<file path="config.mk">
export PLATFORM = sky130hd
export DESIGN_NAME = tiny_dnn_seq
export DESIGN_NICKNAME = d
export VERILOG_FILES = /design/src/rtl/tiny_dnn_seq.sv
export SDC_FILE = /design/constraint.sdc
export NUM_CORES = 1
export LEC_CHECK = 0
export ABC_CLOCK_PERIOD_IN_PS = 3400
export BUFFER_PORTS_ARGS = -buffer_cell sky130_fd_sc_hd__clkbuf_2
export CAP_MARGIN = 40
export CORE_MARGIN = 10
export CORE_UTILIZATION = 50
export CTS_BUF_LIST = sky130_fd_sc_hd__clkbuf_4 sky130_fd_sc_hd__clkbuf_8
export DETAILED_ROUTE_END_ITERATION = 10
export HOLD_SLACK_MARGIN = 0.06
export PLACE_DENSITY = 0.74
export REMOVE_ABC_BUFFERS = 1
export SYNTH_ARGS = -nofsm -noshare
export SYNTH_HDL_FRONTEND = slang
export SYNTH_SLANG_ARGS = --single-unit
export TNS_END_PERCENT = 20
</file>
<file path="constraint.sdc">
create_clock -name clk -period 3.4 [get_ports clk]
set_clock_uncertainty 0.1 [all_clocks]
set_input_delay 0 -clock clk [delete_from_list [all_inputs] [get_ports clk]]
set_output_delay 0 -clock clk [all_outputs]
set_load 0.1 [all_outputs]
</file>
<file path="src/rtl/tiny_dnn_seq.sv">
// Command sequencer for the tiny_dnn_core MAC: runs ds passes of (init, ss x exec, bias),
// drives weight/data addresses and pipeline-aligned ping-pong buffer selects.
module tiny_dnn_seq #(
    parameter int f_size = 1024,
    parameter int aw     = 10,
    parameter int dw     = 16
) (
    input  logic          clk,
    input  logic          reset,
    input  logic          start,
    input  logic [aw-1:0] ss,
    input  logic [aw-1:0] ds,
    output logic          busy,
    output logic          done,
    output logic          init,
    output logic          exec,
    output logic          bias,
    output logic [aw-1:0] ra,
    output logic          sum_ip,
    output logic          sum_op,
    output logic          d_en,
    output logic [dw-1:0] d_addr,
    output logic          out_valid,
    output logic [aw-1:0] out_idx
);

    typedef enum logic [2:0] {IDLE, INIT, EXEC, BIAS, DRAIN} state_t;

    state_t        state_reg, state_next;
    logic [aw-1:0] ss_reg, ds_reg, k_reg, p_reg;
    logic [dw-1:0] dcnt_reg, d_addr_reg;
    logic          d_en_reg;
    logic          b_reg, b_d1_reg, sum_ip_reg;
    logic          v1_reg, v2_reg, last1_reg, last2_reg, buf1_reg, buf2_reg;
    logic [aw-1:0] idx1_reg, idx2_reg, out_idx_reg;
    logic          out_valid_reg, sum_op_reg, done_reg;

    logic          init_c, exec_c, bias_c, accept_c, degen_c;
    logic [aw-1:0] ra_c;

    always_comb begin
        state_next = state_reg;
        init_c     = 1'b0;
        exec_c     = 1'b0;
        bias_c     = 1'b0;
        accept_c   = 1'b0;
        degen_c    = 1'b0;
        ra_c       = '0;
        case (state_reg)
            IDLE: begin
                if (start) begin
                    if (ss != '0 && ds != '0) begin
                        accept_c   = 1'b1;
                        state_next = INIT;
                    end else begin
                        degen_c = 1'b1;
                    end
                end
            end
            INIT: begin
                init_c     = 1'b1;
                state_next = EXEC;
            end
            EXEC: begin
                exec_c = 1'b1;
                ra_c   = k_reg;
                if (k_reg == ss_reg - 1'b1)
                    state_next = BIAS;
            end
            BIAS: begin
                bias_c = 1'b1;
                ra_c   = aw'(f_size - 1);
                state_next = (p_reg == ds_reg - 1'b1) ? DRAIN : INIT;
            end
            DRAIN: begin
                // done_reg coincides with the final out_valid of the run
                if (done_reg)
                    state_next = IDLE;
            end
            default: state_next = IDLE;
        endcase
    end

    always_ff @(posedge clk) begin
        if (reset) begin
            state_reg     <= IDLE;
            ss_reg        <= '0;
            ds_reg        <= '0;
            k_reg         <= '0;
            p_reg         <= '0;
            dcnt_reg      <= '0;
            d_addr_reg    <= '0;
            d_en_reg      <= 1'b0;
            b_reg         <= 1'b0;
            b_d1_reg      <= 1'b0;
            sum_ip_reg    <= 1'b0;
            v1_reg        <= 1'b0;
            v2_reg        <= 1'b0;
            last1_reg     <= 1'b0;
            last2_reg     <= 1'b0;
            buf1_reg      <= 1'b0;
            buf2_reg      <= 1'b0;
            idx1_reg      <= '0;
            idx2_reg      <= '0;
            out_idx_reg   <= '0;
            out_valid_reg <= 1'b0;
            sum_op_reg    <= 1'b0;
            done_reg      <= 1'b0;
        end else begin
            state_reg <= state_next;
            if (accept_c) begin
                ss_reg   <= ss;
                ds_reg   <= ds;
                k_reg    <= '0;
                p_reg    <= '0;
                dcnt_reg <= '0;
                b_reg    <= 1'b0;
            end
            if (init_c)
                k_reg <= '0;
            if (exec_c) begin
                k_reg    <= k_reg + 1'b1;
                dcnt_reg <= dcnt_reg + 1'b1;
            end
            if (bias_c) begin
                p_reg <= p_reg + 1'b1;
                b_reg <= ~b_reg;
            end

            d_en_reg <= exec_c;
            if (exec_c)
                d_addr_reg <= dcnt_reg;

            // Two-stage delay of b matches the core's init2/exec2/bias2 stage
            b_d1_reg   <= b_reg;
            sum_ip_reg <= b_d1_reg;

            // Completion pipeline: bias at T -> finished sum at T+3
            v1_reg    <= bias_c;
            idx1_reg  <= p_reg;
            buf1_reg  <= b_reg;
            last1_reg <= (p_reg == ds_reg - 1'b1);
            v2_reg    <= v1_reg;
            idx2_reg  <= idx1_reg;
            buf2_reg  <= buf1_reg;
            last2_reg <= last1_reg;

            out_valid_reg <= v2_reg;
            if (v2_reg) begin
                out_idx_reg <= idx2_reg;
                sum_op_reg  <= buf2_reg;
            end
            done_reg <= (v2_reg && last2_reg) || degen_c;
        end
    end

    assign busy      = (state_reg != IDLE);
    assign done      = done_reg;
    assign init      = init_c;
    assign exec      = exec_c;
    assign bias      = bias_c;
    assign ra        = ra_c;
    assign sum_ip    = sum_ip_reg;
    assign sum_op    = sum_op_reg;
    assign d_en      = d_en_reg;
    assign d_addr    = d_addr_reg;
    assign out_valid = out_valid_reg;
    assign out_idx   = out_idx_reg;

endmodule
</file>
-- Word-level counts from Yosys, hierarchy flattened
Index checks and enable logic that the tools add are counted.
- logic and storage cells: 72
- output and inout port bits: 45
- register bits after elaboration: 116
- muxes and demuxes: 24
- bitwise logic cells: 1
- reduce and logical (&&, ||, !) cells: 11
- equal/unequal tests: 10
- add/subtract/negate cells: 5
- operators with widths (operator ; count):
    2-to-1 mux 10 bit ; 4
    2-to-1 mux 16 bit ; 2
    adder 10 x 1 -> 10 bit (second input constant) ; 2
    equality test 10 bit ; 2
    case mux 10 bit (2 select lines) ; 1
    nonzero test 10 bit ; 2
    subtractor 10 x 1 -> 10 bit (second input constant) ; 2
    adder 16 x 1 -> 16 bit (second input constant) ; 1
    2-to-1 mux 3 bit ; 5
    case mux 3 bit (5 select lines) ; 1
    2-to-1 mux 1 bit ; 11
    != test 2 bit (second input constant) ; 4
    equality test 3 x 2 -> 1 bit (second input constant) ; 2
    nonzero test 3 bit ; 2
    AND reduction 4 bit ; 1
    nonzero test 2 bit ; 2
    equality test 3 x 1 -> 1 bit (second input constant) ; 1
    equality test 3 bit (second input constant) ; 1
    zero test 3 bit ; 1
    logical AND 1 bit ; 2
    logical OR 1 bit ; 1
    inverter 1 bit ; 1

-- Depth between registers and ports, before layout
Gate-level depths: netlist of the first run.
- depth in word-level cells: 8
- mapped depth: 9
- gate-level depth less buffers: 8

-- Worst setup path after synthesis of the first run
OpenSTA, ideal clock, no wires.
- path type: reg-to-output
- start: register state_reg[1]
- end: output port init
- setup slack: 0.712 ns
- path buffers: 1
- arrival: 2.588 ns
- stages on the path, launching flop included: 3
- cell sequence: dfxtp_1 -> clkbuf_1 -> nor3_1
- cells in the longest elaborated chain, start to end: 2
- RTL lines (what ; line ; text):
    start, declared ; 29 ; state_t state_reg, state_next;
    start signal, assigned ; 110 ; state_reg <= state_next;
    equality test 3 x 1 -> 1 bit ; 49 ; case (state_reg)
    2-to-1 mux 1 bit ; 49 ;
    end, declared ; 15 ; output logic init,
No other way between the ends.

-- Worst setup path after layout of the first run
- start: register state_reg[0]
- end: register ss_reg[6]
- cells in the longest elaborated chain, start to end: 2
- RTL lines (what ; line ; text):
    zero test 3 bit ; 49 ;
    2-to-1 mux 1 bit ; 49 ;
    end signal, assigned ; 112 ; ss_reg <= ss;
    end, declared ; 30 ; logic [aw-1:0] ss_reg, ds_reg, k_reg, p_reg;
No other way between the ends.
A chain may end at the register's enable or synchronous reset.

==> impl_metrics.ini, run 1 <==
[floorplan]
fp.dieW_um = 123
dieArea_mm2 = 0.0150
chipHeight_um = 123
core_mm2 = 0.0103
ioPinCount = 68
start_util = 0.512
row_count = 37

[finish]
syn2layout_area_growth_pct = 21.3
antennaDiodeCount = 0
layout.area.seq_mm2 = 0.00232
fin_util = 0.621
final_common_cell = dfxtp_1
final_cell_mix = 116 x dfxtp_1, 93 x nor2_1, 66 x clkbuf_2
drive_gt1_frac = 0.163
nets = 734
multi_input_area_mm2 = 0.00266
nFillCells = 914

[timing]
period_minus_slack_ns = 2.98
worst_pin_slew_ns = 0.742
setup_viol = 0
rsz0062_at_grt = no
relSlewSlack = 0.505
worst_slack_ns = 0.417
hold_violations = 0
timing.setup.tns_ns = 0
finalMaxSlewViolations = 0
fmaxAchievable_ghz = 0.335
fin_crit_sh = 0.877

[critical_path]
crit_fanout = 21
critical-path-slowest-cell = dlygate4sd3_1
path_class = reg2reg
worst_ep_required_time_ns = 3.61
crit_chain = nor2b_1 > nor3b_1 > nand3_1 > buf_4 > mux2i_1 > nor2_1 > dlygate4sd3_1
setup.worst_path.end_class = flip-flop
cp_data_arrival_time_ns = 3.20
start_kind = flip-flop
cpPeakStageDelay_ns = 0.59

[pwr]
p_sw_uw = 1210
pwr-share-clk = 0.343
powerDensity_mw_per_mm2 = 552
p_int_uw = 2320
switching_share = 0.342
comb_power_share = 0.236
leakage_uw = 0.00261
seq_power_share = 0.421
vdd_ir_drop_max_mv = 0.316

[logic_synthesis]
netlist_instances = 613
synth.yosys.warnings = 0
ys_seq_area_frac = 0.442
syn_avg_cell_area_um2 = 8.58
synth-main-ff-cell = dfxtp_1
synth_async_sr_flop_share = 0
synth_cell_type_count = 55
synth_edf_count = 0
syn_area_mm2 = 0.00526
yosys_register_bits = 116

[routing]
wl_met1_um = 5290
drt_iter0_markers = 259
wl_met2_um = 5850
routed_wirelength_um = 12000
avgViaCountPerCell = 5.37
met3_wirelength_um = 716
firstDrtPassIters = 5
drc_errors = 0
post_drt_wl_per_cell_um = 14.1
highest_layer = met4
dr_total_vias = 4588
final_antenna_net_count = 0

[clocking]
clockBufferDepth = 2
cts-buffers-inserted = 17
clkSinkCount = 116
insertion_delay_ns = 0.43
clockRootBuffer = clkbuf_8
cts_setup_buffers = 0
cts_tree = done
clkSlewWorstSetupHoldPaths_ns = 0.07
cts-htree-levels = 4

[place]
dp_hpwl_um = 8350
place_ws_ns = 0.804
port_buffers = 67
gp_congestion = 0.848

[grt]
grt_usage = 0.165
grt_pass1_wl_um = 20300
grt_pass1_vias = 4295
antenna_found_initial = 0
grt_overflow = 0
grt_max_degree = 61

[status]
status = finished, final reports clean

[hold_path]
hold_class = in2reg

[flow_run]
cap_violations = 0
## synth_stat cells, types with 2 or more instances
| cell type | instances | area (um^2) |
|---|---|---|
| dfxtp_1 | 116 | 2320 |
| nor2_1 | 93 | 349 |
| nand2_1 | 57 | 214 |
| a21oi_1 | 37 | 185 |
| clkbuf_1 | 33 | 124 |
| mux2i_1 | 32 | 320 |
| nor2b_1 | 28 | 175 |
| nand3_1 | 23 | 115 |
| nor3_1 | 22 | 110 |
| xnor2_1 | 17 | 149 |
| o21ai_0 | 15 | 75.1 |
| inv_1 | 10 | 37.5 |
| xor2_1 | 10 | 87.6 |
| a311oi_1 | 9 | 78.8 |
| a31oi_1 | 8 | 50.1 |
| nand4_1 | 8 | 50.1 |
| clkbuf_8 | 7 | 96.3 |
| nor4_1 | 7 | 43.8 |
| a211oi_1 | 5 | 37.5 |
| and3_1 | 5 | 31.3 |
| ha_1 | 5 | 62.6 |
| nand2b_1 | 5 | 31.3 |
| nor3b_1 | 5 | 37.5 |
| o211ai_1 | 5 | 37.5 |
| nand3b_1 | 4 | 30.0 |
| o211a_1 | 4 | 40.0 |
| or3_1 | 4 | 25.0 |
| a22o_1 | 3 | 26.3 |
| and2_1 | 3 | 18.8 |
| o21a_1 | 3 | 22.5 |
| or2_2 | 3 | 18.8 |
| a221oi_1 | 2 | 17.5 |
| or4_1 | 2 | 15.0 |
| or4_4 | 2 | 22.5 |
## metrics by stage
stage	total power [uW]	area, um^2	cells	hold WS, ns
after floorplan	2090	5020	571	-0.0333
after global placement	2260	5580	781	0.146
after detailed placement	2280	5590	782	0.159
after CTS	3540	6380	855	0.0837
after global routing	3710	6380	855	0.121
final	3520	6380	855	0.0962
## kinds of logic (layout without fill, tap and decap cells)
logic type               Yosys count  in the layout  share of synthesized area
AND/OR/NAND/NOR                  279            279                      0.258
flip-flops                       116            116                      0.442
AO/OA/AOI/OAI                    102            102                      0.130
buffers and inverters             52            158                     0.0521
multiplexers                      32             32                     0.0609
XOR/XNOR                          27             27                     0.0450
adder cells (fa/ha/maj)            5              5                     0.0119
## worst max-delay path: cells and delay by family, from the launching register on
kind	cells	cell delay [ns]
buf+inv	2	0.97
flops	1	0.51
mux	1	0.20
simple gates	4	1.10
## layout make-up
| type | count | area share |
|---|---|---|
| repair buffers | 116 | 0.126 |
| inverters | 10 | 0.00588 |
| multi-input cells | 445 | 0.417 |
| flip-flops and latches | 116 | 0.364 |
| clock inverters | 13 | 0.0198 |
| clock buffers | 19 | 0.0400 |
| well taps | 136 | 0.0267 |
## metal layers
layer	GRT usage	vias up
met5	0	-
met1	0.196	2140
met2	0.276	114
li1	-	2319
met3	0.0528	15
met4	0.0589	0
## power groups by stage
stage	clock, uW	sequential [uW]	combinational [uW]
2_1_floorplan	0	1510	581
3_3_place_gp	0	1510	749
3_5_place_dp	0	1510	770
4_1_cts	1230	1480	829
5_1_grt	1310	1500	902
6_report	1210	1480	830
## path summary, 6_finish.rpt
path | to | start | cells past startpoint | slack (ns)
worst min-delay path | state_reg[0]$_SDFFE_PP0P_ | start | 4 | 0.1
worst max-delay path | ss_reg[6]$_SDFFE_PP0P_ | state_reg[0]$_SDFFE_PP0P_ | 7 | 0.42
worst min register to register | idx2_reg[8]$_SDFF_PP0_ | idx1_reg[8]$_SDFF_PP0_ | 1 | 0.34
worst max register to register | ss_reg[6]$_SDFFE_PP0P_ | state_reg[0]$_SDFFE_PP0P_ | 7 | 0.42
## timing repair
action	in CTS	in global routing
hold buffers	41	0
hold endpoints to repair	44	0
resized for setup	0	0
(Power assumes the default switching activity.)
==> run 2, diff against run 1 <==
--- a/config.mk
+++ b/config.mk
@@ -9,11 +9,11 @@
 export BUFFER_PORTS_ARGS = -buffer_cell sky130_fd_sc_hd__clkbuf_2
 export CAP_MARGIN = 40
 export CORE_MARGIN = 10
-export CORE_UTILIZATION = 50
+export CORE_UTILIZATION = 35
 export CTS_BUF_LIST = sky130_fd_sc_hd__clkbuf_4 sky130_fd_sc_hd__clkbuf_8
 export DETAILED_ROUTE_END_ITERATION = 10
 export HOLD_SLACK_MARGIN = 0.06
-export PLACE_DENSITY = 0.74
+export PLACE_DENSITY = 0.56
 export REMOVE_ABC_BUFFERS = 1
 export SYNTH_ARGS = -nofsm -noshare
 export SYNTH_HDL_FRONTEND = slang
==> run 2 against run 1 <==
Against the previous run:
- via count down 2.8%
- worst hold slack better by 0.15 ns
- die area up 35%
- total power down 1.1%
- clock power about the same
- critical endpoint is now exec
==> impl_metrics.ini, run 2 (synthesized netlist as in run 1, its figures left out) <==
[status]
status = finished, final reports clean

[hold_path]
hold_class = in2reg
holdPathEnd = ds_reg[8]$_SDFFE_PP0P_
hp-start = ds[8]
min_path_cells = 4

[routing]
firstDrtPassIters = 4
avgViaCountPerCell = 5.04
final_antenna_net_count = 0
post_drt_wl_per_cell_um = 13.9
drt_iter0_markers = 334
routed_wirelength_um = 12300
drc_errors = 0
dr_total_vias = 4458

[floorplan]
start_util = 0.359
fp.dieW_um = 143
row_count = 44
dieArea_mm2 = 0.0203
core_mm2 = 0.0146
ioPinCount = 68
chipHeight_um = 143

[finish]
final_common_cell = dfxtp_1
syn2layout_area_growth_pct = 18.8
drive_gt1_frac = 0.167
nFillCells = 1442
antennaDiodeCount = 0
final_cell_mix = 116 x dfxtp_1, 93 x nor2_1, 66 x clkbuf_2
nets = 715

[critical_path]
path_class = reg2out
rr_worst_depth = 6
start_kind = flip-flop
crit_fanout = 21
worst_ep_required_time_ns = 3.30
cp_data_arrival_time_ns = 2.68
regToRegSetupSlack_ns = 0.82
setup.worst_path.end_class = primary output
crit_chain = or3b_1 > inv_1 > clkbuf_2
r2r_start = state_reg[1]$_SDFFE_PP0P_
reg2reg_to = dcnt_reg[14]$_SDFFE_PP0P_
critical-path-slowest-cell = or3b_1
cpPeakStageDelay_ns = 0.57
cp_top_family = buffers and inverters
path_buf_inv = 2

[timing]
fmaxAchievable_ghz = 0.359
hold_violations = 0
period_minus_slack_ns = 2.78
worst_pin_slew_ns = 0.854
rsz0062_at_grt = no
relSlewSlack = 0.431
worst_slack_ns = 0.616
setup_viol = 0
fin_crit_sh = 0.819
finalMaxSlewViolations = 0
timing.setup.tns_ns = 0

[grt]
grt_pass1_wl_um = 21000
grt_usage = 0.127
grt_pass1_vias = 4369
antenna_found_initial = 0
grt_overflow = 0
grt_max_degree = 82

[place]
place_ws_ns = 0.844
port_buffers = 67
gp_congestion = 0.870
dp_hpwl_um = 8570

[clocking]
cts-buffers-inserted = 17
clkSinkCount = 116
clockRootBuffer = clkbuf_8
clockBufferDepth = 2
cts_setup_buffers = 0
insertion_delay_ns = 0.44
cts-htree-levels = 4
clkSlewWorstSetupHoldPaths_ns = 0.08
cts_tree = done

[pwr]
leakage_uw = 0.00248
vdd_ir_drop_max_mv = 0.239
powerDensity_mw_per_mm2 = 557

[flow_run]
cap_violations = 0
-- run 2: cell types whose count changed in the layout (fill, tap and decap cells not counted), sizes merged --
cell / change
dlygate4sd3: -19
clkbuf: +2
clkinv: -2
clkinvlp: +2
inv: -2
-- run 2: metal layers --
metal	global-route usage	wire (um)	vias to the layer above	share of wire
met5	0	0	-	0
met1	0.160	5990	2053	0.49
met2	0.194	5460	104	0.44
met4	0.0575	255	0	0.021
li1	-	-	2286	-
met3	0.0387	584	15	0.048
-- run 2: layout make-up --
| cell class | instances | area, um^2 | area share |
|---|---|---|---|
| Clock buffer | 21 | 277 | 0.0443 |
| Tap cell | 184 | 230 | 0.0369 |
| Sequential cell | 116 | 2320 | 0.372 |
| Inverter | 10 | 37.5 | 0.00601 |
| Multi-Input combinational cell | 445 | 2660 | 0.426 |
| Clock inverter | 11 | 103 | 0.0164 |
| Timing Repair Buffer | 97 | 616 | 0.0985 |
-- run 2: worst max path at each step --
| stage | start | end | slack, ns | cells after the start |
|---|---|---|---|---|
| after CTS | state_reg[1]$_SDFFE_PP0P_ | exec | 0.56 | 3 |
| after detailed placement | state_reg[0]$_SDFFE_PP0P_ | dcnt_reg[14]$_SDFFE_PP0P_ | 0.84 | 6 |
| after floorplan | state_reg[1]$_SDFFE_PP0P_ | k_reg[7]$_SDFFE_PP0P_ | 0.27 | 4 |
| after global routing | state_reg[0]$_SDFFE_PP0P_ | exec | 0.41 | 3 |
| after global placement | state_reg[0]$_SDFFE_PP0P_ | dcnt_reg[14]$_SDFFE_PP0P_ | 0.85 | 6 |
| final | state_reg[1]$_SDFFE_PP0P_ | exec | 0.62 | 3 |
-- run 2: power by group --
group	total (uW)	internal [uW]	switching (uW)
clock	1200	632	572
sequential	1480	1410	78.6
combinational	795	266	529
total	3480	2300	1180
-- run 2: timing repair --
| action | in CTS | in global routing |
|---|---|---|
| endpoints found under the hold margin | 67 | 0 |
| hold buffers | 22 | 0 |
| resized for setup | 0 | 0 |
-- run 2: worst register-to-register path, cell delays in order (launching register included) --
cell	delay [ns]
dfxtp_1	0.54
or3b_1	0.57
buf_4	0.30
nor3_1	0.41
nand4_1	0.17
or2_2	0.29
a21oi_1	0.13
-- run 2: stage by stage --
| stage | total power [uW] | instances | utilization | hold WS (ns) | area (um^2) |
|---|---|---|---|---|---|
| finish | 3480 | 884 | 0.427 | 0.249 | 6250 |
| global route | 3670 | 884 | 0.427 | 0.235 | 6250 |
| CTS | 3530 | 884 | 0.427 | 0.217 | 6250 |
| detailed placement | 2290 | 830 | 0.386 | 0.157 | 5650 |
| global placement | 2270 | 829 | 0.385 | 0.147 | 5640 |
| floorplan | 2090 | 571 | - | -0.0333 | 5020 |
==> run 3, diff against run 2 <==
--- a/config.mk
+++ b/config.mk
@@ -5,7 +5,8 @@
 export SDC_FILE = /design/constraint.sdc
 export NUM_CORES = 1
 export LEC_CHECK = 0
-export ABC_CLOCK_PERIOD_IN_PS = 3400
+export ABC_AREA = 1
+export ABC_CLOCK_PERIOD_IN_PS = 2800
 export BUFFER_PORTS_ARGS = -buffer_cell sky130_fd_sc_hd__clkbuf_2
 export CAP_MARGIN = 40
 export CORE_MARGIN = 10
==> constraint.sdc (replaced) <==
create_clock -name clk -period 2.8 [get_ports clk]
set_clock_uncertainty 0.1 [all_clocks]
set_input_delay 0 -clock clk [delete_from_list [all_inputs] [get_ports clk]]
set_output_delay 0 -clock clk [all_outputs]
set_load 0.1 [all_outputs]
==> run 3 against run 2 <==
Against the previous run:
- core utilization grew 0.23 points
- global-route usage grew 1.4 points
- synthesized area grew 2.3%
- setup slack gained 0.12 ns
- critical endpoint unchanged
- highest routed layer unchanged
==> impl_metrics.ini, run 3 <==
[clocking]
insertion_delay_ns = 0.44
cts-buffers-inserted = 17
ctsHoldBuffers = 25
clkSinkCount = 116
clockRootBuffer = clkbuf_8
cts_setup_buffers = 0
cts.repair.resized = 0
clockBufferDepth = 2
clkSlewWorstSetupHoldPaths_ns = 0.07
cts_tree = done
cts-htree-levels = 4

[logic_synthesis]
synth_most_common_cell = nand2_1
synthTopCellsByCount = 143 x nand2_1, 123 x nor2_1, 116 x dfxtp_1
synth_area_leaders = dfxtp_1 43%, nand2_1 10%, nor2_1 8.6%
synth.yosys.warnings = 0
syn_avg_cell_area_um2 = 6.87
synth_top_area_share = 0.432
syn_area_mm2 = 0.00538
netlist_instances = 783
netlist.top_cell.by_area = dfxtp_1
yosys_register_bits = 116
synth_edf_count = 0
synth_cell_type_count = 32
synth_async_sr_flop_share = 0
ys_seq_area_frac = 0.432
synth-main-ff-cell = dfxtp_1

[timing]
relSlewSlack = 0.626
period_minus_slack_ns = 2.06
setup_viol = 0
finalMaxSlewViolations = 0
holdWs_ns = 0.301
rsz0062_at_grt = no
worst_pin_slew_ns = 0.564
hold_violations = 0
fmaxAchievable_ghz = 0.485
fin_crit_sh = 0.736

[finish]
antennaDiodeCount = 0
final_cell_mix = 143 x nand2_1, 123 x nor2_1, 116 x dfxtp_1
fin_area_mm2 = 0.00650
final_common_cell = nand2_1
syn2layout_area_growth_pct = 20.8
nets = 901
drive_gt1_frac = 0.154

[routing]
final_antenna_net_count = 0
routed_wirelength_um = 13900
dr_total_vias = 4978
post_drt_wl_per_cell_um = 12.9
firstDrtPassIters = 5
drt_iter0_markers = 289
drc_errors = 0
avgViaCountPerCell = 4.64

[floorplan]
dieArea_mm2 = 0.0207
chipHeight_um = 144
row_count = 45
ioPinCount = 68
core_mm2 = 0.0151
fp.dieW_um = 144
start_util = 0.355

[flow_run]
cap_violations = 0

[critical_path]
crit_fanout = 13
setup.worst_path.end_class = primary output
worst_ep_required_time_ns = 2.70
crit_chain = inv_2 > nand2_2 > nor2_2 > buf_4 > clkbuf_2
cp_data_arrival_time_ns = 1.96
cpPeakStageDelay_ns = 0.48
start_kind = flip-flop
critical-path-slowest-cell = clkbuf_2
path_class = reg2out

[place]
port_buffers = 67
gp_congestion = 0.812
dp_hpwl_um = 9790
place_area_mm2 = 0.00586

[status]
status = finished, final reports clean

[pwr]
switching_share = 0.352
leakage_uw = 0.00281
powerDensity_mw_per_mm2 = 685
seq_power_share = 0.402
p_sw_uw = 1570
p_int_uw = 2880
vdd_ir_drop_max_mv = 0.404
pwr-share-clk = 0.351
comb_power_share = 0.247

[grt]
grt_max_degree = 53
grt_overflow = 0
grt_usage = 0.140
antenna_found_initial = 0
grt_pass1_wl_um = 23400
grt_pass1_vias = 4812

[hold_path]
hold_class = reg2reg
-- run 3: final cells by class --
class	instances	area, um^2
Sequential cell	116	2320
Tap cell	188	235
Timing Repair Buffer	100	646
Inverter	97	364
Fill cell	1600	8650
Clock inverter	11	138
Clock buffer	19	249
Multi-Input combinational cell	541	2540
-- run 3: power by group through the flow --
stage / Sequential [uW] / Clock [uW] / Combinational (uW)
2_1_floorplan: 2000 / 0 / 650
3_3_place_gp: 1830 / 0 / 1080
3_5_place_dp: 1830 / 0 / 1080
4_1_cts: 1790 / 1620 / 1110
5_1_grt: 1800 / 1690 / 1230
6_report: 1790 / 1560 / 1100
-- run 3: worst max-delay path: cells and delay by family, from the launching register on --
family	cells	cell delay (ns)
buffers and inverters	3	0.90
flip-flops	1	0.32
AND/OR/NAND/NOR	2	0.31
-- run 3: final timing paths --
path	start	endpoint	slack [ns]	cells past startpoint
worst min register to register	v1_reg$_SDFF_PP0_	v2_reg$_SDFF_PP0_	0.30	2
worst max-delay path	state_reg[0]$_SDFFE_PP0P_	exec	0.74	5
worst max register to register	ds_reg[0]$_SDFFE_PP0P_	state_reg[0]$_SDFFE_PP0P_	0.86	11
worst min-delay path	v1_reg$_SDFF_PP0_	v2_reg$_SDFF_PP0_	0.30	2
-- run 3: logic make-up after synthesis --
kind of cell | share of synthesized area
and+or+nand+nor | 0.298
buffers and inverters | 0.0956
DFF | 0.432
adders and majority gates | 0.0116
xor gates and xnor gates | 0.0228
AOI/OAI and AO/OA | 0.140
-- run 3: per-stage QoR --
| stage | setup WS [ns] | utilization | setup TNS (ns) | std cells | total power, uW |
|---|---|---|---|---|---|
| global placement | 0.864 | 0.387 | 0 | 1017 | 2900 |
| CTS | 0.682 | 0.429 | 0 | 1072 | 4510 |
| floorplan | -0.453 | - | -8.46 | 754 | 2650 |
| global route | 0.594 | 0.429 | 0 | 1072 | 4720 |
| detailed placement | 0.851 | 0.387 | 0 | 1017 | 2900 |
| finish | 0.738 | 0.429 | 0 | 1072 | 4450 |
-- run 3: routing by layer --
metal	GRT usage	share of wire	vias to the layer above
met3	0.0479	0.064	18
met4	0.0478	0.015	0
met2	0.209	0.43	126
met5	0	0	-
li1	-	-	2686
met1	0.184	0.49	2148
